**src/rtl/i2c_trigger_sniffer_pkg.sv**
```systemverilog
`default_nettype none
// +--------------------------------------------------------------------+
// | i2c_trigger_sniffer_pkg : shared FSM encoding and word helpers      |
// | Rev 1.0                                                              |
// +--------------------------------------------------------------------+
package i2c_trigger_sniffer_pkg;

  localparam int WORD_W = 9;

  typedef enum logic [2:0] {
    ST_IDLE  = 3'd0,
    ST_ARMED = 3'd1,
    ST_DELAY = 3'd2,
    ST_FIRE  = 3'd3,
    ST_DONE  = 3'd4
  } state_e;

  // Masked compare: a 0 mask bit makes that bit a don't-care.
  function automatic logic word_hit(input logic [WORD_W-1:0] w,
                                    input logic [WORD_W-1:0] p,
                                    input logic [WORD_W-1:0] m);
    return ((w ^ p) & m) == '0;
  endfunction

endpackage
`default_nettype wire

```
**src/rtl/i2c_trigger_sniffer_if.sv**
```systemverilog
`default_nettype none
// +--------------------------------------------------------------------+
// | i2c_trigger_sniffer_if : sniffed buses, pattern config and trigger  |
// | Rev 1.0                                                              |
// +--------------------------------------------------------------------+
interface i2c_trigger_sniffer_if
  import i2c_trigger_sniffer_pkg::*;
#(
  parameter int NCH     = 2,
  parameter int PAT_LEN = 4,
  parameter int DLY_W   = 32,
  parameter int PW_W    = 16
);
  localparam int CSW  = (NCH > 1) ? $clog2(NCH) : 1;
  localparam int IDXW = $clog2(PAT_LEN + 1);

  logic [NCH-1:0]            scl;
  logic [NCH-1:0]            sda;
  logic [NCH-1:0]            word_valid;
  logic [NCH*WORD_W-1:0]     word;
  logic                      arm;
  logic [CSW-1:0]            chan_sel;
  logic [PAT_LEN*WORD_W-1:0] pat_word;
  logic [PAT_LEN*WORD_W-1:0] pat_mask;
  logic [DLY_W-1:0]          delay;
  logic [PW_W-1:0]           pulse_w;
  logic                      trig;
  logic [2:0]                state;
  logic [IDXW-1:0]           match_idx;

  modport master (
    output scl, sda, arm, chan_sel, pat_word, pat_mask, delay, pulse_w,
    input  word_valid, word, trig, state, match_idx
  );

  modport slave (
    input  scl, sda, arm, chan_sel, pat_word, pat_mask, delay, pulse_w,
    output word_valid, word, trig, state, match_idx
  );

endinterface
`default_nettype wire

```
**src/rtl/i2c_chan_decoder.sv**
```systemverilog
`default_nettype none
// +--------------------------------------------------------------------+
// | i2c_chan_decoder : one-bus synchroniser, START/STOP and 9-bit shift |
// | Rev 1.0                                                              |
// +--------------------------------------------------------------------+
module i2c_chan_decoder
  import i2c_trigger_sniffer_pkg::*;
#(
  parameter int SYNC = 2
) (
  input  wire logic              clk,
  input  wire logic              reset,
  input  wire logic              i_scl,
  input  wire logic              i_sda,
  output logic                   o_word_valid,
  output logic [WORD_W-1:0]      o_word,
  output logic                   o_start_stop
);

  logic [SYNC-1:0]   r_scl_sync;
  logic [SYNC-1:0]   r_sda_sync;
  logic              r_scl_prev;
  logic              r_sda_prev;
  logic [WORD_W-2:0] r_shift;
  logic [3:0]        r_cnt;
  logic              r_vld;
  logic [WORD_W-1:0] r_word;
  logic              r_ss;

  logic w_scl;
  logic w_sda;
  logic w_scl_rise;
  logic w_scl_chg;
  logic w_start;
  logic w_stop;

  assign w_scl      = r_scl_sync[SYNC-1];
  assign w_sda      = r_sda_sync[SYNC-1];
  assign w_scl_rise = w_scl & ~r_scl_prev;
  assign w_scl_chg  = w_scl ^ r_scl_prev;
  // An SCL edge in the same sample as an SDA edge suppresses START/STOP.
  assign w_start    = ~w_scl_chg & w_scl &  r_sda_prev & ~w_sda;
  assign w_stop     = ~w_scl_chg & w_scl & ~r_sda_prev &  w_sda;

  always_ff @(posedge clk or posedge reset) begin
    if (reset) begin
      r_scl_sync <= '1;
      r_sda_sync <= '1;
      r_scl_prev <= 1'b1;
      r_sda_prev <= 1'b1;
      r_shift    <= '0;
      r_cnt      <= '0;
      r_vld      <= 1'b0;
      r_word     <= '0;
      r_ss       <= 1'b0;
    end else begin
      r_scl_sync <= {r_scl_sync[SYNC-2:0], i_scl};
      r_sda_sync <= {r_sda_sync[SYNC-2:0], i_sda};
      r_scl_prev <= w_scl;
      r_sda_prev <= w_sda;
      r_vld      <= 1'b0;
      r_ss       <= w_start | w_stop;
      if (w_start || w_stop) begin
        r_cnt <= '0;
      end else if (w_scl_rise) begin
        r_shift <= {r_shift[WORD_W-3:0], w_sda};
        if (r_cnt == 4'd8) begin
          r_word <= {r_shift, w_sda};
          r_vld  <= 1'b1;
          r_cnt  <= '0;
        end else begin
          r_cnt <= r_cnt + 4'd1;
        end
      end
    end
  end

  assign o_word_valid = r_vld;
  assign o_word       = r_word;
  assign o_start_stop = r_ss;

endmodule
`default_nettype wire

```
**src/rtl/i2c_trigger_sniffer.sv**
```systemverilog
`default_nettype none
// +--------------------------------------------------------------------+
// | i2c_trigger_sniffer : NCH-bus I2C decode with masked-sequence trigger|
// | Rev 1.0                                                              |
// +--------------------------------------------------------------------+
module i2c_trigger_sniffer
  import i2c_trigger_sniffer_pkg::*;
#(
  parameter int NCH     = 2,
  parameter int PAT_LEN = 4,
  parameter int DLY_W   = 32,
  parameter int PW_W    = 16,
  parameter int SYNC    = 2
) (
  input  wire logic            clk,
  input  wire logic            reset,
  i2c_trigger_sniffer_if.slave bus
);

  localparam int CSW  = (NCH > 1) ? $clog2(NCH) : 1;
  localparam int IDXW = $clog2(PAT_LEN + 1);

  logic [NCH-1:0]        w_wv;
  logic [NCH*WORD_W-1:0] w_word;
  logic [NCH-1:0]        w_ss;

  for (genvar c = 0; c < NCH; c++) begin : g_chan
    i2c_chan_decoder #(.SYNC(SYNC)) u_dec (
      .clk          (clk),
      .reset        (reset),
      .i_scl        (bus.scl[c]),
      .i_sda        (bus.sda[c]),
      .o_word_valid (w_wv[c]),
      .o_word       (w_word[c*WORD_W +: WORD_W]),
      .o_start_stop (w_ss[c])
    );
  end

  state_e            r_state;
  logic [IDXW-1:0]   r_idx;
  logic [CSW-1:0]    r_chan;
  logic [DLY_W-1:0]  r_dly;
  logic [PW_W-1:0]   r_pw;
  logic [DLY_W-1:0]  r_cnt;
  logic [PW_W-1:0]   r_pcnt;
  logic              r_trig;

  state_e            w_state_nxt;
  logic [IDXW-1:0]   w_idx_nxt;
  logic [CSW-1:0]    w_chan_nxt;
  logic [DLY_W-1:0]  w_dly_nxt;
  logic [PW_W-1:0]   w_pw_nxt;
  logic [DLY_W-1:0]  w_cnt_nxt;
  logic [PW_W-1:0]   w_pcnt_nxt;
  logic              w_sel_vld;
  logic              w_sel_ss;
  logic [WORD_W-1:0] w_sel_word;
  logic [WORD_W-1:0] w_pat_cur;
  logic [WORD_W-1:0] w_msk_cur;
  logic              w_hit_cur;
  logic              w_hit_0;
  logic [PW_W-1:0]   w_pw_m1;

  always_ff @(posedge clk or posedge reset) begin
    if (reset) begin
      r_state <= ST_IDLE;
      r_idx   <= '0;
      r_chan  <= '0;
      r_dly   <= '0;
      r_pw    <= '0;
      r_cnt   <= '0;
      r_pcnt  <= '0;
      r_trig  <= 1'b0;
    end else begin
      r_state <= w_state_nxt;
      r_idx   <= w_idx_nxt;
      r_chan  <= w_chan_nxt;
      r_dly   <= w_dly_nxt;
      r_pw    <= w_pw_nxt;
      r_cnt   <= w_cnt_nxt;
      r_pcnt  <= w_pcnt_nxt;
      r_trig  <= (w_state_nxt == ST_FIRE);
    end
  end

  always_comb begin
    w_sel_vld  = 1'b0;
    w_sel_ss   = 1'b0;
    w_sel_word = '0;
    for (int c = 0; c < NCH; c++) begin
      if (r_chan == CSW'(c)) begin
        w_sel_vld  = w_wv[c];
        w_sel_ss   = w_ss[c];
        w_sel_word = w_word[c*WORD_W +: WORD_W];
      end
    end
    w_pat_cur = '0;
    w_msk_cur = '0;
    for (int k = 0; k < PAT_LEN; k++) begin
      if (r_idx == IDXW'(k)) begin
        w_pat_cur = bus.pat_word[k*WORD_W +: WORD_W];
        w_msk_cur = bus.pat_mask[k*WORD_W +: WORD_W];
      end
    end
  end

  assign w_hit_cur = word_hit(w_sel_word, w_pat_cur, w_msk_cur);
  assign w_hit_0   = word_hit(w_sel_word, bus.pat_word[WORD_W-1:0], bus.pat_mask[WORD_W-1:0]);
  // Pulse-width reload value; a programmed width of 0 behaves as 1.
  assign w_pw_m1   = (r_pw == '0) ? '0 : r_pw - PW_W'(1);

  always_comb begin
    w_state_nxt = r_state;
    w_idx_nxt   = r_idx;
    w_chan_nxt  = r_chan;
    w_dly_nxt   = r_dly;
    w_pw_nxt    = r_pw;
    w_cnt_nxt   = r_cnt;
    w_pcnt_nxt  = r_pcnt;
    case (r_state)
      ST_IDLE: begin
        if (bus.arm) begin
          w_state_nxt = ST_ARMED;
          w_chan_nxt  = bus.chan_sel;
          w_dly_nxt   = bus.delay;
          w_pw_nxt    = bus.pulse_w;
          w_idx_nxt   = '0;
        end
      end
      ST_ARMED: begin
        if (!bus.arm) begin
          w_state_nxt = ST_IDLE;
        end else if (w_sel_ss) begin
          w_idx_nxt = '0;
        end else if (w_sel_vld) begin
          if (w_hit_cur) begin
            w_idx_nxt = r_idx + IDXW'(1);
            if (r_idx == IDXW'(PAT_LEN - 1)) begin
              if (r_dly == '0) begin
                w_state_nxt = ST_FIRE;
                w_pcnt_nxt  = w_pw_m1;
              end else begin
                w_state_nxt = ST_DELAY;
                w_cnt_nxt   = r_dly - DLY_W'(1);
              end
            end
          end else begin
            w_idx_nxt = w_hit_0 ? IDXW'(1) : '0;
          end
        end
      end
      ST_DELAY: begin
        if (!bus.arm) begin
          w_state_nxt = ST_IDLE;
        end else if (r_cnt == '0) begin
          w_state_nxt = ST_FIRE;
          w_pcnt_nxt  = w_pw_m1;
        end else begin
          w_cnt_nxt = r_cnt - DLY_W'(1);
        end
      end
      ST_FIRE: begin
        if (!bus.arm) begin
          w_state_nxt = ST_IDLE;
        end else if (r_pcnt == '0) begin
          w_state_nxt = ST_DONE;
        end else begin
          w_pcnt_nxt = r_pcnt - PW_W'(1);
        end
      end
      ST_DONE: begin
        if (!bus.arm) w_state_nxt = ST_IDLE;
      end
      default: w_state_nxt = ST_IDLE;
    endcase
  end

  assign bus.word_valid = w_wv;
  assign bus.word       = w_word;
  assign bus.trig       = r_trig;
  assign bus.state      = r_state;
  assign bus.match_idx  = r_idx;

endmodule
`default_nettype wire

```
**src/flat_wrapper.sv**
```systemverilog
// flat-port wrapper written by rule: the top's interface ports become plain ports
module i2c_trigger_sniffer_flat import i2c_trigger_sniffer_pkg::*;
#(
  parameter int NCH     = 2,
  parameter int PAT_LEN = 4,
  parameter int DLY_W   = 32,
  parameter int PW_W    = 16,
  parameter int SYNC    = 2
)
  (clk, reset, bus_scl, bus_sda, bus_arm, bus_chan_sel, bus_pat_word, bus_pat_mask, bus_delay, bus_pulse_w, bus_word_valid, bus_word, bus_trig, bus_state, bus_match_idx);
  i2c_trigger_sniffer_if #(.NCH(NCH), .PAT_LEN(PAT_LEN), .DLY_W(DLY_W), .PW_W(PW_W)) bus_i ();
  input  wire logic clk;
  input  wire logic reset;
  input wire logic [$bits(bus_i.scl)-1:0] bus_scl;
  input wire logic [$bits(bus_i.sda)-1:0] bus_sda;
  input wire logic [$bits(bus_i.arm)-1:0] bus_arm;
  input wire logic [$bits(bus_i.chan_sel)-1:0] bus_chan_sel;
  input wire logic [$bits(bus_i.pat_word)-1:0] bus_pat_word;
  input wire logic [$bits(bus_i.pat_mask)-1:0] bus_pat_mask;
  input wire logic [$bits(bus_i.delay)-1:0] bus_delay;
  input wire logic [$bits(bus_i.pulse_w)-1:0] bus_pulse_w;
  output wire logic [$bits(bus_i.word_valid)-1:0] bus_word_valid;
  output wire logic [$bits(bus_i.word)-1:0] bus_word;
  output wire logic [$bits(bus_i.trig)-1:0] bus_trig;
  output wire logic [$bits(bus_i.state)-1:0] bus_state;
  output wire logic [$bits(bus_i.match_idx)-1:0] bus_match_idx;
  assign bus_i.scl = bus_scl;
  assign bus_i.sda = bus_sda;
  assign bus_i.arm = bus_arm;
  assign bus_i.chan_sel = bus_chan_sel;
  assign bus_i.pat_word = bus_pat_word;
  assign bus_i.pat_mask = bus_pat_mask;
  assign bus_i.delay = bus_delay;
  assign bus_i.pulse_w = bus_pulse_w;
  assign bus_word_valid = bus_i.word_valid;
  assign bus_word = bus_i.word;
  assign bus_trig = bus_i.trig;
  assign bus_state = bus_i.state;
  assign bus_match_idx = bus_i.match_idx;
  i2c_trigger_sniffer #(.NCH(NCH), .PAT_LEN(PAT_LEN), .DLY_W(DLY_W), .PW_W(PW_W), .SYNC(SYNC)) u_core (.clk(clk), .reset(reset), .bus(bus_i));
endmodule
```
**config.mk**
```make
export PLATFORM = sky130hd
export DESIGN_NAME = i2c_trigger_sniffer_flat
export DESIGN_NICKNAME = d
export VERILOG_FILES = /design/src/rtl/i2c_trigger_sniffer_pkg.sv /design/src/rtl/i2c_trigger_sniffer_if.sv /design/src/rtl/i2c_chan_decoder.sv /design/src/rtl/i2c_trigger_sniffer.sv /design/src/flat_wrapper.sv
export SDC_FILE = /design/constraint.sdc
export NUM_CORES = 1
export LEC_CHECK = 0
export CAP_MARGIN = 10
export CORE_ASPECT_RATIO = 0.7
export CORE_UTILIZATION = 45
export DETAILED_ROUTE_END_ITERATION = 8
export PLACE_DENSITY_LB_ADDON = 0.12
export SLEW_MARGIN = 20
export SYNTH_ARGS = -nofsm -noshare
export SYNTH_HDL_FRONTEND = slang
export SYNTH_SLANG_ARGS = --single-unit
```
**constraint.sdc**
```tcl
create_clock -name clk -period 7.8 [get_ports clk]
set_input_delay 1.17 -clock clk [delete_from_list [all_inputs] [get_ports clk]]
set_output_delay 1.17 -clock clk [all_outputs]
set_load 0.01 [all_outputs]
```
==> run_summary.xml <==
<?xml version="1.0" encoding="UTF-8"?>
<metrics>
  <group name="status">
    <metric name="status" unit="">complete, no violations</metric>
  </group>
  <group name="clocking">
    <metric name="clk-insertion-delay-late" unit="ns">0.44</metric>
    <metric name="clock-sinks" unit="">162</metric>
    <metric name="clock_pin_slew_reported_for_the_worst_setup_and_hold_paths_after_clock_tree_synthesis" unit="ns">0.07</metric>
    <metric name="hold_buffers" unit="">0</metric>
    <metric name="cts.htree.levels" unit="">4</metric>
    <metric name="post_cts.repair.setup_buffers" unit="">0</metric>
    <metric name="cts_tree" unit="">done</metric>
    <metric name="clock_buffers_created_by_tritoncts" unit="">17</metric>
    <metric name="clk_root_buffer_cell" unit="">clkbuf_16</metric>
    <metric name="ctsLongestPathBuffers" unit="">2</metric>
    <metric name="cts_resized" unit="">0</metric>
  </group>
  <group name="placed_design">
    <metric name="placed_cells_incl_taps" unit="">1425</metric>
    <metric name="globalplace.congestion" unit="">0.925</metric>
    <metric name="dpl.hpwl" unit="mm">20.4</metric>
    <metric name="place_worst_setup_slack" unit="ns">3.15</metric>
    <metric name="io_buffers" unit="">154</metric>
    <metric name="postPlaceCellArea" unit="sq um">11500</metric>
  </group>
  <group name="grt">
    <metric name="grt_pass1_wl" unit="mm">45.3</metric>
    <metric name="grt_most_used_layer" unit="">met1</metric>
    <metric name="overall_routing_resource_usage" unit="">0.260</metric>
    <metric name="globalRouteOverflowTotal" unit="">0</metric>
    <metric name="use_met3" unit="">0.0709</metric>
    <metric name="grt_start_max_net_pins" unit="">104</metric>
    <metric name="grt_util_met1" unit="">0.410</metric>
    <metric name="number_of_antenna_violations_at_the_first_check_in_global_routing" unit="">0</metric>
    <metric name="grt_pass1_vias" unit="">8266</metric>
    <metric name="gr-usage-met2" unit="">0.352</metric>
  </group>
  <group name="route">
    <metric name="route.vias.total" unit="">8724</metric>
    <metric name="routed_wire_length_per_instance" unit="um">19.4</metric>
    <metric name="route.detailed.drc" unit="">0</metric>
    <metric name="routed_wirelength" unit="mm">28.2</metric>
    <metric name="drtAntennaViolNets" unit="">0</metric>
    <metric name="initialDrtViolationCount" unit="">880</metric>
    <metric name="viasPerCell" unit="">5.99</metric>
    <metric name="first_pass_iters" unit="">6</metric>
  </group>
  <group name="setup_path">
    <metric name="critical_path_buf_inv_count" unit="">1</metric>
    <metric name="timing.setup.critical_path_class" unit="">register to register</metric>
    <metric name="critical-path-top-delay-family" unit="">simple AND/OR/NAND/NOR gates</metric>
    <metric name="timing.critical_path.from_type" unit="">register</metric>
    <metric name="crit_path_end_kind" unit="">register</metric>
    <metric name="timing.critical_path.slowest_stage_cell" unit="">dfrtp_1</metric>
    <metric name="crit_path_max_fanout" unit="">69</metric>
    <metric name="worstPathArrival" unit="ns">5.08</metric>
    <metric name="crit_path_cell_trace" unit="">or3b_2, buf_4, mux2i_1, ha_1, or3b_2, or4_1, a21oi_2, nor3b_1, nand4_1, or3_1, a21oi_1, a221o_1</metric>
    <metric name="critical_path.most_common_cell" unit="">or3b_2</metric>
    <metric name="critPathRequiredTime" unit="ns">8.18</metric>
    <metric name="critical_path.max_stage_delay" unit="ns">0.51</metric>
  </group>
  <group name="sta">
    <metric name="rsz0062_at_grt" unit="">no</metric>
    <metric name="max_slew.worst_pin.slew" unit="ns">1.01</metric>
    <metric name="final.period_utilization" unit="">0.602</metric>
    <metric name="max_freq" unit="MHz">213</metric>
    <metric name="timing_max_transition_violations_final" unit="">0</metric>
    <metric name="worst_clock_skew" unit="ns">0.00960</metric>
    <metric name="timing.max_slew.rel_slack" unit="">0.323</metric>
    <metric name="final_count_of_negative_setup_slack_endpoints" unit="">0</metric>
    <metric name="final-hold-violation-count" unit="">0</metric>
    <metric name="tns" unit="ns">0</metric>
    <metric name="post-route-worst-setup-slack" unit="ns">3.10</metric>
    <metric name="final_period_minus_worst_setup_slack" unit="ns">4.70</metric>
  </group>
  <group name="logic_synthesis">
    <metric name="ys_types" unit="">81</metric>
    <metric name="synth.yosys.seq_area_share" unit="">0.418</metric>
    <metric name="synth_cells" unit="">1042</metric>
    <metric name="synthesis.area_per_instance" unit="sq um">9.34</metric>
    <metric name="yosys_warnings" unit="">0</metric>
    <metric name="number_of_enable_flip_flop_cells_after_synthesis" unit="">0</metric>
    <metric name="async_reset_ff_frac" unit="">1.00</metric>
    <metric name="postSynthNetCount" unit="">1182</metric>
    <metric name="synth.ff_latch_count" unit="">162</metric>
    <metric name="postSynth.topFlopCell" unit="">dfrtp_1</metric>
    <metric name="area_of_the_mapped_netlist" unit="sq um">9730</metric>
  </group>
  <group name="finish">
    <metric name="fill_cells" unit="">1867</metric>
    <metric name="antennaDiodeCount" unit="">0</metric>
    <metric name="seq_area" unit="sq um">4070</metric>
    <metric name="stdcell_count" unit="">1457</metric>
    <metric name="multi_input_comb_area" unit="sq um">5320</metric>
    <metric name="fin_area" unit="sq um">12100</metric>
    <metric name="syn2layout_area_growth" unit="%">24.0</metric>
    <metric name="post-route-util" unit="">0.575</metric>
    <metric name="number_of_nets_in_the_finished_design" unit="">1308</metric>
    <metric name="fraction_of_final_layout_cells_with_drive_strength_greater_than_1" unit="">0.125</metric>
  </group>
  <group name="power">
    <metric name="power_per_cell_area" unit="nW/um^2">191</metric>
    <metric name="leakagePower" unit="nW">4.90</metric>
    <metric name="irDropWorstVdd" unit="uV">150</metric>
  </group>
  <group name="floorplan">
    <metric name="initial_utilization" unit="">0.464</metric>
    <metric name="io-pin-count" unit="">155</metric>
    <metric name="core_area" unit="sq um">21000</metric>
    <metric name="floorplan.die.height" unit="um">125</metric>
    <metric name="rows" unit="">44</metric>
    <metric name="dieArea" unit="sq um">22200</metric>
    <metric name="die_width" unit="um">178</metric>
  </group>
  <group name="min_path">
    <metric name="timing.hold.worst.class" unit="">register to register</metric>
  </group>
  <group name="run">
    <metric name="drv_cap" unit="">0</metric>
  </group>
</metrics>
==> state kept, by name, summed over array words and instances, names as in the netlist <==
| name | flops |
|---|---|
| u_core.bus.trig | 1 |
| u_core.g_chan.u_dec.r_sda_sync | 4 |
| u_core.r_pw | 16 |
| u_core.g_chan.u_dec.o_word_valid | 2 |
| u_core.r_chan | 1 |
| u_core.bus.state | 3 |
| u_core.g_chan.u_dec.r_sda_prev | 2 |
| u_core.r_pcnt | 16 |
| u_core.bus.match_idx | 3 |
| u_core.g_chan.u_dec.r_scl_sync | 4 |
| u_core.g_chan.u_dec.o_word | 18 |
| u_core.g_chan.u_dec.o_start_stop | 2 |
| u_core.g_chan.u_dec.r_cnt | 8 |
| u_core.r_dly | 32 |
| u_core.r_cnt | 32 |
| u_core.g_chan.u_dec.r_shift | 16 |
| u_core.g_chan.u_dec.r_scl_prev | 2 |
==> metal layers <==
layer,vias up,share of wire
met5,-,0
met2,337,0.40
li1,4100,-
met3,19,0.082
met1,4268,0.51
met4,0,0.0086
==> kinds of logic after synthesis <==
kind of cell	count (synthesis)	share of synthesized area
muxes	90	0.102
xor gates and xnor gates	51	0.0459
adders and majority gates	12	0.0154
buffers and inverters	87	0.0356
AOI/OAI and AO/OA	255	0.182
and+or+nand+nor	385	0.201
DFF	162	0.418
==> synthesized netlist by cell type, types with 12 or more instances <==
cell / number / share of area
or3_1: 16 / 0.010
inv_1: 27 / 0.010
a31oi_1: 13 / 0.0084
xnor2_1: 38 / 0.034
nor3_1: 57 / 0.029
nor4_1: 28 / 0.018
nand2_1: 111 / 0.043
dfstp_2: 12 / 0.032
xor2_1: 13 / 0.012
a21oi_1: 59 / 0.030
mux2i_1: 18 / 0.019
nand3_1: 16 / 0.0082
ha_1: 12 / 0.015
o21ai_1: 16 / 0.0082
clkbuf_1: 42 / 0.016
mux2_2: 70 / 0.081
o21ai_0: 32 / 0.016
nor2_1: 71 / 0.027
o31ai_1: 23 / 0.018
dfrtp_1: 150 / 0.39
==> power by group <==
part | switching [mW] | internal (mW) | leakage, nW
combinational | 0.199 | 0.234 | 2.59
clock | 0.381 | 0.458 | 0.287
sequential | 0.110 | 0.923 | 2.03
total | 0.691 | 1.61 | 4.90
==> layout by cell type, fill, tap and decap left out, types with 6 or more instances in the layout <==
master / instances
clkdlybuf4s50_1: 154
dfrtp_1: 150
nand2_1: 111
nor2_1: 71
mux2_2: 70
a21oi_1: 59
nor3_1: 56
xnor2_1: 38
o21ai_0: 32
nor4_1: 28
inv_1: 26
o31ai_1: 23
mux2i_1: 18
clkbuf_16: 17
or3_1: 16
nand3_1: 16
o21ai_1: 16
a31oi_1: 13
xor2_1: 13
ha_1: 12
buf_4: 12
dfstp_2: 12
nor2b_1: 11
a221oi_1: 11
o22ai_1: 11
a211oi_1: 10
nand2b_1: 9
nor3b_1: 9
o22a_1: 9
inv_6: 8
and2_1: 7
a22oi_1: 7
a2111oi_0: 7
or4_1: 7
and3_1: 7
nand4_1: 6
nand3b_1: 6
clkinv_4: 6
==> cell type report <==
type,count,share of cell area
clock buffer,18,0.0364
inverter,28,0.00913
multi-input combinational,793,0.441
clock inverter,14,0.0119
tap,276,0.0286
timing repair buffer,166,0.135
sequential,162,0.337
==> worst paths after layout <==
path	from	to	slack, ns	cells past startpoint
max	u_core.bus.state[0]	u_core.r_cnt[28]	3.10	12
min	u_core.g_chan[0].u_dec.r_sda_sync[0]	u_core.g_chan[0].u_dec.r_sda_sync[1]	0.36	0
max reg2reg	u_core.bus.state[0]	u_core.r_cnt[28]	3.10	12
min reg2reg	u_core.g_chan[0].u_dec.r_sda_sync[0]	u_core.g_chan[0].u_dec.r_sda_sync[1]	0.36	0
max in group asynchronous	reset	u_core.r_pw[5]	5.13	3
min in group asynchronous	reset	u_core.r_dly[0]	1.31	2
==> through the flow <==
stage	hold WS, ns	power [mW]
floorplan	0.345	1.29
global placement	0.346	1.47
detailed placement	0.347	1.47
CTS	0.357	2.31
global route	0.364	2.41
finish	0.356	2.31
Power figures use the tool's default switching activity.
==> edit, RTL diff (config.mk and constraints unchanged) <==
`PW_W` is set to 16 in 3 places; all go to 14.
--- a/src/rtl/i2c_trigger_sniffer_if.sv
+++ b/src/rtl/i2c_trigger_sniffer_if.sv
@@ -9,7 +9,7 @@
   parameter int NCH     = 2,
   parameter int PAT_LEN = 4,
   parameter int DLY_W   = 32,
-  parameter int PW_W    = 16
+  parameter int PW_W    = 14
 );
   localparam int CSW  = (NCH > 1) ? $clog2(NCH) : 1;
   localparam int IDXW = $clog2(PAT_LEN + 1);
--- a/src/rtl/i2c_trigger_sniffer.sv
+++ b/src/rtl/i2c_trigger_sniffer.sv
@@ -9,7 +9,7 @@
   parameter int NCH     = 2,
   parameter int PAT_LEN = 4,
   parameter int DLY_W   = 32,
-  parameter int PW_W    = 16,
+  parameter int PW_W    = 14,
   parameter int SYNC    = 2
 ) (
   input  wire logic            clk,
--- a/src/flat_wrapper.sv
+++ b/src/flat_wrapper.sv
@@ -4,7 +4,7 @@
   parameter int NCH     = 2,
   parameter int PAT_LEN = 4,
   parameter int DLY_W   = 32,
-  parameter int PW_W    = 16,
+  parameter int PW_W    = 14,
   parameter int SYNC    = 2
 )
   (clk, reset, bus_scl, bus_sda, bus_arm, bus_chan_sel, bus_pat_word, bus_pat_mask, bus_delay, bus_pulse_w, bus_word_valid, bus_word, bus_trig, bus_state, bus_match_idx);
Ports: changed (resized bus_pulse_w); port bits go from 155 to 153. The function was not compared with the original's and may differ.
==> edit against the original RTL <==
- area after synthesis down 3.6%
- first-iteration DRC count is 16% lower
- cell count shrank 3.0%
- sequential cell count fell by 4
- synthesized cell count is 3.7% lower
- worst setup slack lost 250 ps
- global-route usage shrank 1.1 points
- wire length fell by 9.1%
- final area down 3.1%
- total power grew 4.2%
==> edit: results (changes against the original RTL) <==
most instantiated cells after synthesis=146 x dfrtp_1, 114 x nand2_1, 84 x nor2_1, 58 x mux2_2, 54 x o21ai_0; crit path DAT=5240 ps (+160 ps); inverters=31 (+11%); final-layout non-clock buffer area share=13.66% (+0.14 points); Peak VDD IR=0.1756 mV (+17%); HP Start=u_core.g_chan[0].u_dec.r_scl_sync[0]; metal2 WL=10,120 um (-11%); post-synthesis sequential area ratio=42.32% (+0.49 points); clock tree cell share of total cell area=5.054% (+0.22 points); Reg2Reg Depth=13 (+1); status=completed; fin util=58.07% (+0.56 points); nonclk buf count=162 (-2.4%); cell area after layout=0.01169 mm2 (-3.1%); Routed wire per std cell=18.14 um (-6.3%); Total Nets Final=1,269 (-3.0%); placed instance count=1,382 (-3.0%); pre-CTS setup slack=2860 ps (-286.8 ps); layout sequential cell count=158 (-2.5%); Fillers=1,813 (-2.9%); Netlist cell types=74 (-8.6%); Via density=5.687 (-5.0%); Total Routing Usage GR=24.93% (-1.1 points); Port Buffer Count=152 (-1.3%); vias in the first global route=7,447 (-9.9%)
edit: changes by cell type after synthesis, sizes merged, moves of 12 or more:
cell	before	now
nor2	71	84
a21oi	60	36
mux2	71	58
o21ai	48	73
nor4	29	13
nand4	6	19
o31ai	23	11
a22oi	7	21
edit: cells by family (layout without fill, tap and decap cells):
family,after synthesis,after routing,share of synthesized area (%)
multiplexers,79,79,10.13
AND/OR/NAND/NOR,383,383,20.29
XOR/XNOR,56,56,5.229
buffers and inverters,84,225,3.789
adder cells (fa/ha/maj),12,12,1.601
flip-flops,158,158,42.32
AO/OA/AOI/OAI,231,231,16.65
edit: critical path, stage by stage, from the launching register on:
cell and delay [ps]:
dfrtp_1 620, or3b_2 480, buf_4 360, mux2i_1 390
ha_1 280, or3b_2 490, or4_1 410, o31a_1 140
nor3b_2 450, nand2_1 260, nor2_1 460, o21ai_0 230
nand4_1 140, o211ai_1 100
edit: where the power goes:
part	switching [uW]	internal, uW
sequential	105	899
combinational	273	281
clock	361	482
